<file path="src/rtl/muldiv_pkg.sv">
// Shared op/state types and op-decoding helpers for the iterative RV32M multiply/divide unit.
package muldiv_pkg;

    typedef enum logic [2:0] {
        OP_MUL    = 3'b000,
        OP_MULH   = 3'b001,
        OP_MULHSU = 3'b010,
        OP_MULHU  = 3'b011,
        OP_DIV    = 3'b100,
        OP_DIVU   = 3'b101,
        OP_REM    = 3'b110,
        OP_REMU   = 3'b111
    } muldiv_op_e;

    typedef enum logic [1:0] {
        IDLE = 2'b00,
        CALC = 2'b01,
        FIX  = 2'b10,
        DONE = 2'b11
    } muldiv_state_e;

    function automatic logic is_div(input muldiv_op_e op);
        return (op inside {OP_DIV, OP_DIVU, OP_REM, OP_REMU});
    endfunction

    function automatic logic is_rem(input muldiv_op_e op);
        return (op inside {OP_REM, OP_REMU});
    endfunction

    function automatic logic is_signed_a(input muldiv_op_e op);
        return (op inside {OP_MULH, OP_MULHSU, OP_DIV, OP_REM});
    endfunction

    function automatic logic is_signed_b(input muldiv_op_e op);
        return (op inside {OP_MULH, OP_DIV, OP_REM});
    endfunction

endpackage

</file>
<file path="src/rtl/muldiv_step.sv">
// One iteration of the unsigned magnitude datapath: shift-add multiply or restoring divide.
module muldiv_step
    import muldiv_pkg::*;
#(
    parameter int WIDTH = 32
) (
    input  logic             div_mode,
    input  logic [WIDTH-1:0] hi,
    input  logic [WIDTH-1:0] lo,
    input  logic [WIDTH-1:0] opb,
    output logic [WIDTH-1:0] hi_nxt,
    output logic [WIDTH-1:0] lo_nxt
);

    logic [WIDTH:0] sum_s;
    logic [WIDTH:0] shifted_s;
    logic           ge_s;

    // Multiply: hi:lo shifts right with the carry; divide: hi is the running remainder, lo collects quotient bits.
    always_comb begin
        sum_s     = {1'b0, hi} + (lo[0] ? {1'b0, opb} : {(WIDTH+1){1'b0}});
        shifted_s = {hi, lo[WIDTH-1]};
        ge_s      = (shifted_s >= {1'b0, opb});
        if (div_mode) begin
            lo_nxt = {lo[WIDTH-2:0], ge_s};
            if (ge_s) begin
                hi_nxt = shifted_s[WIDTH-1:0] - opb;
            end else begin
                hi_nxt = shifted_s[WIDTH-1:0];
            end
        end else begin
            hi_nxt = sum_s[WIDTH:1];
            lo_nxt = {sum_s[0], lo[WIDTH-1:1]};
        end
    end

endmodule

</file>
<file path="src/rtl/muldiv_unit.sv">
// Iterative RV32M multiply/divide unit with start/busy/valid handshake.
// Define MULDIV_FAST_MUL_EN to complete multiplies in one edge with a combinational multiplier.
module muldiv_unit
    import muldiv_pkg::*;
#(
    parameter int WIDTH = 32,
    parameter int CNT_W = $clog2(WIDTH) + 1
) (
    input  logic             clk,
    input  logic             rst,
    input  logic             start,
    input  logic [2:0]       MulDivControl,
    input  logic [WIDTH-1:0] SrcA,
    input  logic [WIDTH-1:0] SrcB,
    input  logic             flush,
    output logic             busy,
    output logic             ResultValid,
    output logic [WIDTH-1:0] MulDivResult
);

    localparam logic [WIDTH-1:0] ZERO = {WIDTH{1'b0}};
    localparam logic [WIDTH-1:0] ONES = {WIDTH{1'b1}};
    localparam logic [WIDTH-1:0] SMIN = {1'b1, {(WIDTH-1){1'b0}}};

    muldiv_state_e    state_r;
    muldiv_op_e       op_r;
    logic [WIDTH-1:0] hi_r, lo_r, opb_r, result_r;
    logic [CNT_W-1:0] cnt_r;
    logic             sa_r, sb_r, busy_r, valid_r;

    muldiv_op_e         op_in_s;
    logic               sa_s, sb_s, special_s;
    logic [WIDTH-1:0]   absa_s, absb_s, special_val_s, fix_s, hi_nxt_s, lo_nxt_s;
    logic [2*WIDTH-1:0] pneg_s, pfix_s;
`ifdef MULDIV_FAST_MUL_EN
    logic signed [2*WIDTH-1:0] pa_s, pb_s, prod_s;
`endif

    muldiv_step #(.WIDTH(WIDTH)) u_step (
        .div_mode (is_div(op_r)),
        .hi       (hi_r),
        .lo       (lo_r),
        .opb      (opb_r),
        .hi_nxt   (hi_nxt_s),
        .lo_nxt   (lo_nxt_s)
    );

    // Operand decode at accept: magnitudes, signs and the single-edge special results.
    always_comb begin
        op_in_s       = muldiv_op_e'(MulDivControl);
        sa_s          = is_signed_a(op_in_s) & SrcA[WIDTH-1];
        sb_s          = is_signed_b(op_in_s) & SrcB[WIDTH-1];
        absa_s        = sa_s ? (ZERO - SrcA) : SrcA;
        absb_s        = sb_s ? (ZERO - SrcB) : SrcB;
        special_s     = 1'b0;
        special_val_s = ZERO;
`ifdef MULDIV_FAST_MUL_EN
        pa_s   = {{WIDTH{is_signed_a(op_in_s) & SrcA[WIDTH-1]}}, SrcA};
        pb_s   = {{WIDTH{is_signed_b(op_in_s) & SrcB[WIDTH-1]}}, SrcB};
        prod_s = pa_s * pb_s;
`endif
        if (is_div(op_in_s)) begin
            if (SrcB == ZERO) begin
                special_s     = 1'b1;
                special_val_s = is_rem(op_in_s) ? SrcA : ONES;
            end else if (is_signed_b(op_in_s) && (SrcA == SMIN) && (SrcB == ONES)) begin
                special_s     = 1'b1;
                special_val_s = is_rem(op_in_s) ? ZERO : SMIN;
            end else begin
                special_s     = 1'b0;
                special_val_s = ZERO;
            end
        end else begin
`ifdef MULDIV_FAST_MUL_EN
            special_s     = 1'b1;
            special_val_s = (op_in_s == OP_MUL) ? prod_s[WIDTH-1:0] : prod_s[2*WIDTH-1:WIDTH];
`else
            special_s     = 1'b0;
            special_val_s = ZERO;
`endif
        end
    end

    // Sign correction and result selection applied in FIX; unsigned ops carry clear sign flags.
    always_comb begin
        pneg_s = {(2*WIDTH){1'b0}} - {hi_r, lo_r};
        pfix_s = (sa_r ^ sb_r) ? pneg_s : {hi_r, lo_r};
        case (op_r)
            OP_MUL:                       fix_s = pfix_s[WIDTH-1:0];
            OP_MULH, OP_MULHSU, OP_MULHU: fix_s = pfix_s[2*WIDTH-1:WIDTH];
            OP_DIV, OP_DIVU:              fix_s = (sa_r ^ sb_r) ? (ZERO - lo_r) : lo_r;
            OP_REM, OP_REMU:              fix_s = sa_r ? (ZERO - hi_r) : hi_r;
            default:                      fix_s = ZERO;
        endcase
    end

    // Control FSM with counter, datapath registers and registered outputs.
    always_ff @(posedge clk or posedge rst) begin
        if (rst) begin
            state_r  <= IDLE;
            op_r     <= OP_MUL;
            hi_r     <= ZERO;
            lo_r     <= ZERO;
            opb_r    <= ZERO;
            result_r <= ZERO;
            cnt_r    <= {CNT_W{1'b0}};
            sa_r     <= 1'b0;
            sb_r     <= 1'b0;
            busy_r   <= 1'b0;
            valid_r  <= 1'b0;
        end else if (flush) begin
            state_r <= IDLE;
            busy_r  <= 1'b0;
            valid_r <= 1'b0;
        end else begin
            case (state_r)
                IDLE, DONE: begin
                    if (start) begin
                        op_r  <= op_in_s;
                        sa_r  <= sa_s;
                        sb_r  <= sb_s;
                        hi_r  <= ZERO;
                        lo_r  <= absa_s;
                        opb_r <= absb_s;
                        if (special_s) begin
                            state_r  <= DONE;
                            result_r <= special_val_s;
                            busy_r   <= 1'b0;
                            valid_r  <= 1'b1;
                        end else begin
                            state_r <= CALC;
                            cnt_r   <= CNT_W'(WIDTH);
                            busy_r  <= 1'b1;
                            valid_r <= 1'b0;
                        end
                    end else begin
                        state_r <= IDLE;
                        busy_r  <= 1'b0;
                        valid_r <= 1'b0;
                    end
                end
                CALC: begin
                    hi_r  <= hi_nxt_s;
                    lo_r  <= lo_nxt_s;
                    cnt_r <= cnt_r - CNT_W'(1);
                    if (cnt_r == CNT_W'(1)) begin
                        state_r <= FIX;
                    end else begin
                        state_r <= CALC;
                    end
                end
                FIX: begin
                    result_r <= fix_s;
                    state_r  <= DONE;
                    busy_r   <= 1'b0;
                    valid_r  <= 1'b1;
                end
                default: begin
                    state_r <= IDLE;
                    busy_r  <= 1'b0;
                    valid_r <= 1'b0;
                end
            endcase
        end
    end

    assign busy         = busy_r;
    assign ResultValid  = valid_r;
    assign MulDivResult = result_r;

endmodule

</file>
<file path="config.mk">
export PLATFORM = sky130hd
export DESIGN_NAME = muldiv_unit
export DESIGN_NICKNAME = d
export VERILOG_FILES = /design/src/rtl/muldiv_pkg.sv /design/src/rtl/muldiv_step.sv /design/src/rtl/muldiv_unit.sv
export SDC_FILE = /design/constraint.sdc
export NUM_CORES = 1
export LEC_CHECK = 0
export BUFFER_PORTS_ARGS = -buffer_cell sky130_fd_sc_hd__buf_2
export CORE_MARGIN = 8
export CORE_UTILIZATION = 60
export CTS_BUF_LIST = sky130_fd_sc_hd__clkbuf_2
export DETAILED_ROUTE_END_ITERATION = 6
export GPL_TIMING_DRIVEN = 0
export PLACE_DENSITY = 0.86
export SETUP_SLACK_MARGIN = 0.15
export SYNTH_ARGS = -nofsm -noshare
export SYNTH_HDL_FRONTEND = slang
export SYNTH_HIERARCHICAL = 1
export SYNTH_SLANG_ARGS = --single-unit
</file>
<file path="constraint.sdc">
create_clock -name clk -period 6.4 [get_ports clk]
set_clock_uncertainty 0.1 [all_clocks]
set_input_delay 1.28 -clock clk [delete_from_list [all_inputs] [get_ports clk]]
set_output_delay 1.28 -clock clk [all_outputs]
set_load 0.05 [all_outputs]
</file>
==> results of run 1 <==
==> per-layer routing <==
layer	share of wire	GRT usage
met5	0.00016	0
met1	0.40	0.540
met4	0.051	0.184
met2	0.41	0.563
met3	0.15	0.136
==> sequential cells by signal, summed over array words and instances, names as in the netlist <==
signal        flops
cnt_r             6
opb_r            32
MulDivResult     32
hi_r             32
ResultValid       1
sb_r              1
lo_r             32
op_r              3
state_r           2
busy              1
sa_r              1
==> area by class of cell <==
class,count,area (sq um)
inverter,78,298
timing repair buffer,103,538
clock buffer,17,85.1
fill,2182,8540
sequential,143,3580
multi-input combinational,1680,10900
antenna,1,2.50
buffer,141,599
tap,330,413
clock inverter,15,189
==> worst paths after layout <==
check | slack (ns) | to | cells past startpoint
worst max-delay path | 1.75 | hi_r[30]$_DFFE_PP0P_ | 14
worst min-delay path | 0.40 | opb_r[20]$_DFFE_PP0P_ | 2
worst max register to register | 1.75 | hi_r[30]$_DFFE_PP0P_ | 14
worst min register to register | 0.43 | cnt_r[5]$_DFFE_PP0P_ | 1
max in group asynchronous | 4.90 | MulDivResult[13]$_DFFE_PP0P_ | 3
min in group clk | 0.43 | cnt_r[5]$_DFFE_PP0P_ | 1
==> kinds of logic after synthesis <==
kind of cell             after synthesis
buffers and inverters                219
adder cells (fa/ha/maj)               75
XOR/XNOR                             162
AO/OA/AOI/OAI                        679
AND/OR/NAND/NOR                      709
flip-flops                           143
multiplexers                          55
==> stage by stage <==
stage / util / hold WS [ns]
2_1_floorplan: - / 0.351
4_1_cts: 0.661 / 0.405
5_1_grt: 0.661 / 0.424
3_5_place_dp: 0.650 / 0.390
3_3_place_gp: 0.649 / 0.368
6_report: 0.661 / 0.396
==> layout by cell type, fill, tap and decap left out, types with 11 or more instances in the layout <==
cell / n
a22o_1: 32
or3_1: 23
clkbuf_2: 19
ha_1: 73
nor4_1: 33
xnor2_1: 92
nand4_1: 30
a211oi_1: 16
o21ai_0: 212
and3_1: 24
and2_1: 47
nand3_1: 34
clkbuf_1: 111
or4_1: 15
nand2_1: 187
dfrtp_1: 143
o22ai_1: 14
a41oi_1: 11
mux2i_1: 18
nor3_1: 58
nand2b_1: 17
xor2_1: 70
o21a_1: 13
buf_2: 114
a21oi_1: 141
o211ai_1: 22
a21o_1: 31
inv_1: 75
a31oi_1: 42
o41ai_1: 12
o31ai_1: 19
nor2_1: 171
mux2_2: 37
==> critical path: stages, from the launching register on <==
cell	delay [ns]
dfrtp_1	0.77
clkbuf_1	0.42
and2_1	0.25
ha_1	0.27
a211oi_1	0.33
o211ai_1	0.26
a211oi_1	0.56
nor3_1	0.26
o2111ai_1	0.39
nand3_1	0.21
a31oi_1	0.23
xor2_1	0.17
o221ai_1	0.15
nand2_1	0.09
o21ai_0	0.09
==> power by group <==
part / total, mW / internal, mW / switching, mW
registers: 1.45 / 1.08 / 0.369
logic: 3.86 / 1.41 / 2.44
clock network: 0.618 / 0.140 / 0.478
total: 5.92 / 2.63 / 3.29
==> impl_metrics.tcl, run 1 <==
set metrics [dict create \
    fin_setup_tns_ns 0 \
    routabilityCongestion 1.08 \
    drt_first_pass_iters 7 \
    routed-via-count 17700 \
    synth.avg_cell_area_sq_um 7.55 \
    synth-simple-area-share 0.234 \
    cts.clk_slew.worst_paths_ns 0.33 \
    synth_top_area_cell "dfrtp_1" \
    rsz0062_at_grt "false" \
    placed_area_sq_um 16400 \
    netlist_instances 2042 \
    synth_mux_area_frac 0.0387 \
    synthXorXnorAreaFrac 0.0921 \
    die_h_microns 176 \
    worst_setup_path_end_kind "flop" \
    finalCriticalPeriod_ns 4.65 \
    worstSetupPathType "reg -> reg" \
    hold_violations 0 \
    slew_violations 11 \
    outcome "finished with violations" \
    synth.top_cells.by_count "o21ai_0 (212), nand2_1 (187), nor2_1 (171)" \
    initial_core_util 0.612 \
    design_area_sq_um 16600 \
    syn_area_sq_um 15400 \
    clk_latency_ns 0.84 \
    cts_tree "done" \
    synth.most_common_cell "o21ai_0" \
    startpoint "lo_r[0]$_DFFE_PP0P_" \
    cts_hold_buffers 0 \
    htreeDepth 4 \
    grt_pass1_vias 16400 \
    pre_cts_ws_ns 1.51 \
    ant_nets 0 \
    drive_above_1_share 0.106 \
    routed_wl_mm 63.5 \
    io_pins 105 \
    nets 2310 \
    final_cells 2508 \
    power_mw 5.92 \
    place_inst 2475 \
    post-route-period-util 0.726 \
    synth_edf_count 0 \
    cap_violations 1 \
    numCtsBuffers 17 \
    crit_required_ns 7.02 \
    synth_compound_area_frac 0.283 \
    antenna_found_initial 2 \
    post_cts_resized 0 \
    die_area_sq_um 31100 \
    wl_per_cell_microns 25.3 \
    r2r-start "lo_r[0]$_DFFE_PP0P_" \
    ys.warnings.count 6 \
    port_buffers 102 \
    cts.sinks 143 \
    max_freq_ghz 0.215 \
    synth-seq-cells 143 \
    overflow 0 \
    hold_path_class "in -> async" \
    critPathMaxFanout 11 \
    worstMarginPinSlew_ns 1.67 \
    fin_ws_ns 1.75 \
    yosysTopAreaCellShare 0.232 \
    drc_errors 28 \
    via_per_inst 7.07 \
    synth.area.top_cells "dfrtp_1 (23%), o21ai_0 (6.9%), ha_1 (5.9%)" \
    grt_max_degree 76 \
    place_hpwl_mm 49.3 \
    grt_pass1_wl_mm 96.8 \
    seq_area_frac_synth 0.232 \
    p_leak_nw 7.17 \
    synthesis.nets 2188 \
    rows 58 \
    cp-start-kind "flop" \
    ys_types 96 \
    relSlewSlack -0.121 \
    ctsLongestPathBuffers 2 \
    synth_top_family_by_area "compound AO/OA/AOI/OAI gates" \
    violations "design-rule violations, max-capacitance violations, max-slew violations" \
    synth_flop_cell "dfrtp_1" \
    yosys.area_share.adder 0.0619 \
    async_flop_share 1.00 \
    critical_path_arrival_ns 5.27 \
    drtIter0Drc 2872 \
    power.density_nw_per_um2 356 \
    cts_setup_buffers 0 \
    grt_use_total 0.399 \
    ir_worst_vdd_v 0.000192 \
    syn_to_final_growth_pct 8.00 \
    setup_viol_count_final 0 \
    coreArea_sq_um 25200 \
    root_buffer "clkbuf_2" \
    dieWidth_microns 176 \
]
Power figures use the tool's default switching activity.
==> run 2, diff against run 1 <==
==> constraint.sdc (replaced) <==
create_clock -name clk -period 4.7 [get_ports clk]
set_clock_uncertainty 0.1 [all_clocks]
set_input_delay 0.94 -clock clk [delete_from_list [all_inputs] [get_ports clk]]
set_output_delay 0.94 -clock clk [all_outputs]
set_load 0.05 [all_outputs]
==> impl_metrics.tcl, run 2 (synthesis gave the netlist of run 1 again) <==
set metrics [dict create \
    outcome "completed" \
    ant_nets 0 \
    ctsLongestPathBuffers 2 \
    cap_violations 0 \
    cts.sinks 143 \
    critical_path_arrival_ns 4.95 \
    final_util 0.664 \
    die_area_sq_um 31100 \
    drt_first_pass_iters 7 \
    drive_above_1_share 0.108 \
    fillers 2190 \
    cts_hold_buffers 0 \
    routed_wl_mm 63.4 \
    p_leak_nw 7.19 \
    intPower_mw 3.59 \
    routed-via-count 17600 \
    hold_path_class "in -> async" \
    layout_commonest_cell "o21ai_0" \
    drc_errors 0 \
    die_h_microns 176 \
    drtIter0Drc 2582 \
    seq_power_share 0.243 \
    p_sw_mw 4.50 \
    rsz0062_at_grt "false" \
    antenna_found_initial 2 \
    post-route-period-util 0.929 \
    slew_violations 0 \
    syn_to_final_growth_pct 8.40 \
    root_buffer "clkbuf_2" \
    grt_pass1_wl_mm 96.0 \
    r2r-start "lo_r[0]$_DFFE_PP0P_" \
    critPathMaxFanout 11 \
    coreArea_sq_um 25200 \
    hold_violations 0 \
    dieWidth_microns 176 \
    finalCriticalPeriod_ns 4.36 \
    nets 2312 \
    swShare 0.556 \
    place_hpwl_mm 49.5 \
    initial_core_util 0.612 \
    fin_setup_tns_ns 0 \
    clk_latency_ns 0.85 \
    relSlewSlack 0.0488 \
    rows 58 \
    ir_worst_vdd_v 0.000295 \
    grt_max_degree 43 \
    htreeDepth 4 \
    worstMarginPinSlew_ns 1.42 \
    grt_pass1_vias 16400 \
    crit_required_ns 5.29 \
    cp-start-kind "flop" \
    worstSetupPathType "reg -> reg" \
    numCtsBuffers 17 \
    setup_viol_count_final 0 \
    cts.clk_slew.worst_paths_ns 0.39 \
    routabilityCongestion 1.04 \
    combPwrFrac 0.650 \
    grt_use_total 0.396 \
    worst_setup_path_end_kind "flop" \
    overflow 0 \
    io_pins 105 \
    via_per_inst 7.01 \
    power.density_nw_per_um2 484 \
    max_freq_ghz 0.229 \
    wl_per_cell_microns 25.2 \
    startpoint "lo_r[0]$_DFFE_PP0P_" \
    clkPwrFrac 0.108 \
    port_buffers 102 \
    final_cell_mix "o21ai_0 (212), nand2_1 (187), nor2_1 (171)" \
    cts_tree "done" \
]
-- run 2: cell types whose count changed in the layout (fill, tap and decap cells not counted), sizes merged --
cell,delta
clkinvlp,+2
buf,+2
clkinv,+1
inv,-3
diode,+2
-- run 2: critical path, stage by stage (launching register included) --
cell and delay, ns:
dfrtp_2 0.63, clkbuf_1 0.44, and2_1 0.25, ha_1 0.26, a211oi_1 0.36, o211ai_1 0.27, a211oi_2 0.42, nor3_1 0.22
o2111ai_1 0.30, nand3_1 0.21, a31oi_1 0.25, xor2_1 0.19, o221ai_1 0.17, nand2_1 0.10, o21ai_0 0.08
-- run 2: final cells by class --
cell class,instances,area [sq um],share of cell area
multi-input combinational,1680,11000,0.656
clock buffer,17,85.1,0.00509
buffer,141,599,0.0359
sequential,143,3580,0.214
inverter,78,297,0.0177
clock inverter,15,200,0.0120
antenna,3,7.51,0.000449
tap,330,413,0.0247
timing repair buffer,105,571,0.0341
-- run 2: final timing paths --
| kind | cells past startpoint | slack [ns] | to |
|---|---|---|---|
| worst max register to register | 14 | 0.34 | hi_r[30]$_DFFE_PP0P_ |
| worst max-delay path | 14 | 0.34 | hi_r[30]$_DFFE_PP0P_ |
| worst min register to register | 1 | 0.41 | cnt_r[5]$_DFFE_PP0P_ |
| worst min-delay path | 2 | 0.07 | hi_r[22]$_DFFE_PP0P_ |
| min in group clk | 3 | 0.24 | opb_r[22]$_DFFE_PP0P_ |
| max in group asynchronous | 4 | 3.39 | opb_r[31]$_DFFE_PP0P_ |
-- run 2: timing repair --
item,CTS,global route
endpoints found under the setup margin,0,2
buffers inserted,0,0
hold endpoints to repair,0,0
gates resized for setup,0,2
-- run 2: metrics by stage --
step / instances / hold WS, ns / power (mW) / instance area [sq um] / worst slack [ns]
final: 2512 / 0.0717 / 8.09 / 16700 / 0.336
after global routing: 2510 / 0.0522 / 8.50 / 16700 / 0.282
after CTS: 2509 / 0.0639 / 7.80 / 16700 / 0.186
after detailed placement: 2477 / 0.375 / 6.94 / 16400 / 0.144
after global placement: 2474 / 0.366 / 6.85 / 16300 / 0.187
after floorplan: 2042 / 0.351 / 5.45 / 15400 / 1.44
-- run 2: power by group through the flow --
stage	Sequential (mW)	Clock (mW)	Combinational, mW
3_5_place_dp	1.95	0	4.99
6_report	1.96	0.870	5.26
3_3_place_gp	1.94	0	4.91
5_1_grt	1.98	0.903	5.61
2_1_floorplan	1.78	0	3.67
4_1_cts	1.92	0.854	5.03
-- run 2: metal layers --
layer	GRT usage	up-vias	share of wire
met5	0	-	0
met4	0.158	0	0.040
met3	0.150	208	0.15
met2	0.570	1335	0.41
met1	0.527	8271	0.40
li1	-	7786	-
